==> src/rtl/blu_pkg.sv <==
// Shared definitions for the sequential bitwise logic unit: opcode values,
// FSM state encoding and the slice-counter width helper.
package blu_pkg;

  localparam logic [2:0] OP_AND  = 3'b000;
  localparam logic [2:0] OP_OR   = 3'b001;
  localparam logic [2:0] OP_XOR  = 3'b010;
  localparam logic [2:0] OP_XNOR = 3'b011;
  localparam logic [2:0] OP_NAND = 3'b100;
  localparam logic [2:0] OP_NOR  = 3'b101;
  localparam logic [2:0] OP_INV  = 3'b110;
  localparam logic [2:0] OP_BUF  = 3'b111;

  typedef enum logic [1:0] {
    S_IDLE = 2'b00,
    S_BUSY = 2'b01,
    S_DONE = 2'b10
  } state_t;

  // Counter width for NSLICE slices; never below one bit so NSLICE==1 still has a counter.
  function automatic int cnt_w(input int nslice);
    if (nslice <= 2) return 1;
    return $clog2(nslice);
  endfunction

endpackage

==> src/rtl/blu_slice.sv <==
// Combinational SLICE-bit evaluator for one opcode of the bitwise logic unit.
module blu_slice
  import blu_pkg::*;
#(
  parameter int SLICE = 4
) (
  input  logic [2:0]       i_op,
  input  logic [SLICE-1:0] i_a,
  input  logic [SLICE-1:0] i_b,
  output logic [SLICE-1:0] o_y
);

  // Opcode decode; b is ignored by INV and BUF.
  always_comb begin
    o_y = '0;
    case (i_op)
      OP_AND:  o_y = i_a & i_b;
      OP_OR:   o_y = i_a | i_b;
      OP_XOR:  o_y = i_a ^ i_b;
      OP_XNOR: o_y = ~(i_a ^ i_b);
      OP_NAND: o_y = ~(i_a & i_b);
      OP_NOR:  o_y = ~(i_a | i_b);
      OP_INV:  o_y = ~i_a;
      default: o_y = i_a;
    endcase
  end

endmodule

==> src/rtl/bitwise_logic_unit_seq.sv <==
// Multi-cycle bitwise logic unit: captures a, b and op, then evaluates SLICE
// bits per cycle (LSB slice first) with valid/ready handshakes on both sides.
// Optional build macro BLU_FLAGS_EN adds registered zero/parity outputs,
// accumulated slice by slice while the operation runs.
module bitwise_logic_unit_seq
  import blu_pkg::*;
#(
  parameter int WIDTH = 32,
  parameter int SLICE = 4
) (
  input  logic             clk,
  input  logic             reset_n,
  input  logic             in_valid,
  output logic             in_ready,
  input  logic [2:0]       op,
  input  logic [WIDTH-1:0] a,
  input  logic [WIDTH-1:0] b,
  output logic             out_valid,
  input  logic             out_ready,
  output logic [WIDTH-1:0] y,
`ifdef BLU_FLAGS_EN
  output logic             zero,
  output logic             parity,
`endif
  output logic             busy
);

  localparam int NSLICE = WIDTH / SLICE;
  localparam int CW     = cnt_w(NSLICE);
  localparam logic [CW-1:0] CNT_LAST = CW'(NSLICE - 1);

  state_t           r_state;
  state_t           w_next;
  logic [CW-1:0]    r_cnt;
  logic [2:0]       r_op;
  logic [WIDTH-1:0] r_a;
  logic [WIDTH-1:0] r_b;
  logic [WIDTH-1:0] r_y;
  logic [SLICE-1:0] w_a_sl;
  logic [SLICE-1:0] w_b_sl;
  logic [SLICE-1:0] w_y_sl;
  logic             w_accept;

  assign w_accept = in_valid && (r_state == S_IDLE);
  assign w_a_sl   = r_a[r_cnt*SLICE +: SLICE];
  assign w_b_sl   = r_b[r_cnt*SLICE +: SLICE];

  blu_slice #(.SLICE(SLICE)) u_slice (
    .i_op (r_op),
    .i_a  (w_a_sl),
    .i_b  (w_b_sl),
    .o_y  (w_y_sl)
  );

  // State register.
  always_ff @(posedge clk or negedge reset_n) begin
    if (!reset_n) r_state <= S_IDLE;
    else          r_state <= w_next;
  end

  // Next-state logic; any unknown encoding falls back to IDLE.
  always_comb begin
    w_next = S_IDLE;
    case (r_state)
      S_IDLE:  w_next = in_valid ? S_BUSY : S_IDLE;
      S_BUSY:  w_next = (r_cnt == CNT_LAST) ? S_DONE : S_BUSY;
      S_DONE:  w_next = out_ready ? S_IDLE : S_DONE;
      default: w_next = S_IDLE;
    endcase
  end

  // Operand capture, slice counter and per-slice result write.
  always_ff @(posedge clk or negedge reset_n) begin
    if (!reset_n) begin
      r_cnt <= '0;
      r_op  <= '0;
      r_a   <= '0;
      r_b   <= '0;
      r_y   <= '0;
    end else if (w_accept) begin
      r_cnt <= '0;
      r_op  <= op;
      r_a   <= a;
      r_b   <= b;
      r_y   <= '0;
    end else if (r_state == S_BUSY) begin
      r_y[r_cnt*SLICE +: SLICE] <= w_y_sl;
      r_cnt <= r_cnt + CW'(1);
    end
  end

`ifdef BLU_FLAGS_EN
  logic r_zero;
  logic r_parity;

  // Flags start neutral at accept and fold in each slice as it is written.
  always_ff @(posedge clk or negedge reset_n) begin
    if (!reset_n) begin
      r_zero   <= 1'b0;
      r_parity <= 1'b0;
    end else if (w_accept) begin
      r_zero   <= 1'b1;
      r_parity <= 1'b0;
    end else if (r_state == S_BUSY) begin
      r_zero   <= r_zero & (w_y_sl == '0);
      r_parity <= r_parity ^ (^w_y_sl);
    end
  end

  assign zero   = r_zero;
  assign parity = r_parity;
`endif

  assign in_ready  = (r_state == S_IDLE);
  assign busy      = (r_state == S_BUSY);
  assign out_valid = (r_state == S_DONE);
  assign y         = r_y;

endmodule

==> config.mk <==
export PLATFORM = sky130hd
export DESIGN_NAME = bitwise_logic_unit_seq
export DESIGN_NICKNAME = d
export VERILOG_FILES = /design/src/rtl/blu_pkg.sv /design/src/rtl/blu_slice.sv /design/src/rtl/bitwise_logic_unit_seq.sv
export SDC_FILE = /design/constraint.sdc
export NUM_CORES = 1
export LEC_CHECK = 0
export BUFFER_PORTS_ARGS = -buffer_cell sky130_fd_sc_hd__clkbuf_2
export CORE_MARGIN = 8
export CORE_UTILIZATION = 39
export CTS_CLUSTER_SIZE = 28
export DETAILED_ROUTE_END_ITERATION = 10
export PLACE_DENSITY = 0.57
export RECOVER_POWER = 50
export SLEW_MARGIN = 10
export SYNTH_ARGS = -nofsm -noshare
export SYNTH_HDL_FRONTEND = slang
export SYNTH_HIERARCHICAL = 1
export SYNTH_SLANG_ARGS = --single-unit
==> constraint.sdc <==
create_clock -name clk -period 3.4 [get_ports clk]
set_input_delay 0.68 -clock clk [delete_from_list [all_inputs] [get_ports clk]]
set_output_delay 0.68 -clock clk [all_outputs]
set_load 0.005 [all_outputs]
==> run_results.csv <==
group,metric,value,unit
outcome,status,"complete, but fails checks",
outcome,violations,"max-capacitance violations, max-slew violations",
floorplan,dieArea,0.0175,mm2
clock_network,cts_sinks,104,
clock_network,clk_pin_slew,0.07,ns
critical_path,slowest_stage,"dfrtp_1",
yosys,syn-num-nets,628,
critical_path,cp-startpoint,"r_cnt[0]",
yosys,syn_area_per_cell,9.76,um2
global_routing,grt_pass1_wl,21700,um
yosys,ys_seq_area_frac,0.492,
critical_path,crit_buf_inv,2,
timing,hold_viol_final,0,
clock_network,cts_root_buf,"clkbuf_16",
detailed_routing,drtIter0Drc,222,
detailed_routing,vias_per_cell,5.06,
yosys,synthArstFlopShare,1.00,
timing,setup_violations,0,
cells_and_area,area_growth,16.8,%
power,peakVddDrop,0.000362,V
floorplan,die_w,132,um
critical_path,path_cells,"buf_4 -> mux4_1 -> nor2_1 -> a221oi_1 -> inv_1 -> ha_1 -> o21ai_0 -> a31o_2 -> a221o_1 -> a22o_1",
cells_and_area,layout-drive-gt1-share,0.210,
critical_path,worstSetupPathType,"flop to flop",
timing,worstMarginPinSlew,1.67,ns
critical_path,cp.arrival,3.39,ns
yosys,yosys-top-cells-count,"213 x nand2_1, 104 x dfrtp_1, 25 x a22o_1",
run,max_cap_violations,1,
cells_and_area,fin_area,0.00617,mm2
yosys,synth_area_leaders,"dfrtp_1 49%, nand2_1 15%, mux2i_1 4.5%",
critical_path,r2r-end,"y[25]",
detailed_routing,drc,0,
floorplan,die_h,132,um
timing,rsz0062_at_grt,"no",
yosys,syn_inst,542,
placement,place_hpwl,10000,um
critical_path,crit_required,3.64,ns
clock_network,cts_tree,"built",
critical_path,crit_fanout,8,
detailed_routing,drtPass1Iterations,4,
timing,drv_slew,69,
yosys,synth_top_cell_by_area,"dfrtp_1",
placement,placed_area,0.00592,mm2
detailed_routing,vias,4119,
critical_path,crit_family,"compound AO/OA/AOI/OAI gates",
critical_path,ff2ff_setup_slack,0.25,ns
critical_path,setup.worst_path.end_class,"flop",
timing,fin_worst_skew,0.00688,ns
yosys,syn_area,0.00529,mm2
yosys,synth-seq-cells,104,
global_routing,grt_use_total,0.153,
yosys,synth_ff_type,"dfrtp_1",
critical_path,critPathCapture,"y[25]",
timing,fmax,318,MHz
critical_path,slowest_delay,0.51,ns
timing,layout_min_cycle_time,3.15,ns
yosys,synth_most_common_cell,"nand2_1",
detailed_routing,wl_per_cell,16.1,um
placement,post-place-ws,0.272,ns
clock_network,cts_max_level,3,
power,power_per_cell_area,1030,mW/mm2
timing,fin_ws,0.251,ns
clock_network,clockBufferDepth,2,
timing,min_period_over_period,0.926,
clock_network,cts_hold_buf,0,
placement,port_buffers,105,
floorplan,coreArea,0.0132,mm2
floorplan,pin_count,106,
detailed_routing,ant_nets,0,
yosys,synth_top_area_frac,0.492,
detailed_routing,drt_wl_total,13100,um
yosys,synth_edf_count,0,
global_routing,grt_pass1_vias,4343,
power,p_leak,0.00320,uW
global_routing,grt_max_degree,69,
clock_network,cts_buffers,9,
clock_network,insertion_delay,0.35,ns
critical_path,reg2regPathDepth,10,
floorplan,start_util,0.399,
timing,fin_setup_tns,0,ns
critical_path,rr_startpoint,"r_cnt[0]",
timing,slew_headroom,-0.117,
clock_network,post_cts_buffers,0,
cells_and_area,antenna_cells,0,
placement,gp_routability_congestion,0.802,
critical_path,cp_num_cells,10,
global_routing,gr-total-overflow,0,
critical_path,start_kind,"flop",
yosys,yosys_warnings,6,
yosys,synth_cell_types,52,
cells_and_area,num-nets-final,720,
global_routing,antenna_found_initial,0,
hold_path,hp-class,"flop to flop",
floorplan,rows,42,
## flip-flops by register name, indices dropped and copies added, names as in the netlist
register	cells
r_a	32
r_b	32
y	32
r_cnt	3
r_op	3
r_state	2
## worst min path at each step
stage          slack, ns      end  cells after the start    start
6_report            0.47  r_b[16]                      2  r_b[16]
5_1_grt             0.49   r_b[8]                      2   r_b[8]
4_1_cts             0.48     y[3]                      1  reset_n
3_5_place_dp        0.46  r_a[22]                      2  r_a[22]
3_3_place_gp        0.45  r_a[31]                      2  r_a[31]
2_1_floorplan       0.38   r_a[0]                      0  reset_n
## worst min-delay path, cell delays in order, from the launching register on
cell and delay, ns:
dfrtp_1 0.34, nand2_1 0.05, nand2_1 0.05
## placed cells by master (no fill, tap or decap), drive strengths merged, types with 2 or more instances in the layout
cell     instances
nand2          214
clkbuf         118
dfrtp          104
a22o            25
mux2i           24
inv             20
nor2            18
ha              15
buf             11
mux4             8
a221oi           8
nor4             8
a41oi            6
o21ai            5
a21oi            5
nand3            4
a31oi            4
nand2b           3
nor2b            3
nor3             3
nand4            3
nor3b            3
o31ai            2
a311oi           2
o211ai           2
or3              2
or2              2
a2111oi          2
o221a            2
## stage by stage
stage | std cells | utilization | power (uW) | hold slack [ns]
5_1_grt | 814 | 0.466 | 6880 | 0.494
4_1_cts | 814 | 0.469 | 6440 | 0.479
3_5_place_dp | 799 | 0.447 | 5400 | 0.463
3_3_place_gp | 799 | 0.447 | 5260 | 0.453
6_report | 814 | 0.466 | 6340 | 0.475
2_1_floorplan | 542 | - | 4500 | 0.384
## per-layer routing
layer / global-route usage / vias to the layer above / wire length, um
li1: - / 2034 / -
met3: 0.0553 / 18 / 755
met2: 0.241 / 102 / 6130
met4: 0.0543 / 0 / 330
met1: 0.188 / 1965 / 5900
met5: 0 / - / 0
## report_power, final
group          leakage (uW)  internal (uW)  switching (uW)
registers           0.00133           1780             455
logic               0.00172           1290            1800
clock network      0.000139            586             437
## area by class of cell
type / count / area [um2]
Clock inverter: 3 / 42.5
Inverter: 20 / 75.1
Clock buffer: 12 / 246
Timing Repair Buffer: 117 / 593
Sequential cell: 104 / 2600
Tap cell: 176 / 220
Multi-Input combinational cell: 382 / 2390
Fill cell: 1331 / 7070
## timing repair
action                     in CTS  in global routing
gates resized for setup         0                  1
setup endpoints to repair       0                  1
hold endpoints to repair        0                  0
## cell families (layout without fill, tap and decap cells)
logic type	count (synthesis)	in the layout	synth area share
AO/OA/AOI/OAI	66	66	0.118
XOR/XNOR	1	1	0.00166
adder cells (fa/ha/maj)	15	15	0.0355
buffers and inverters	56	152	0.0563
flip-flops	104	104	0.492
multiplexers	32	32	0.0852
AND/OR/NAND/NOR	268	268	0.211
No activity file was read; power rests on OpenSTA's default activity.
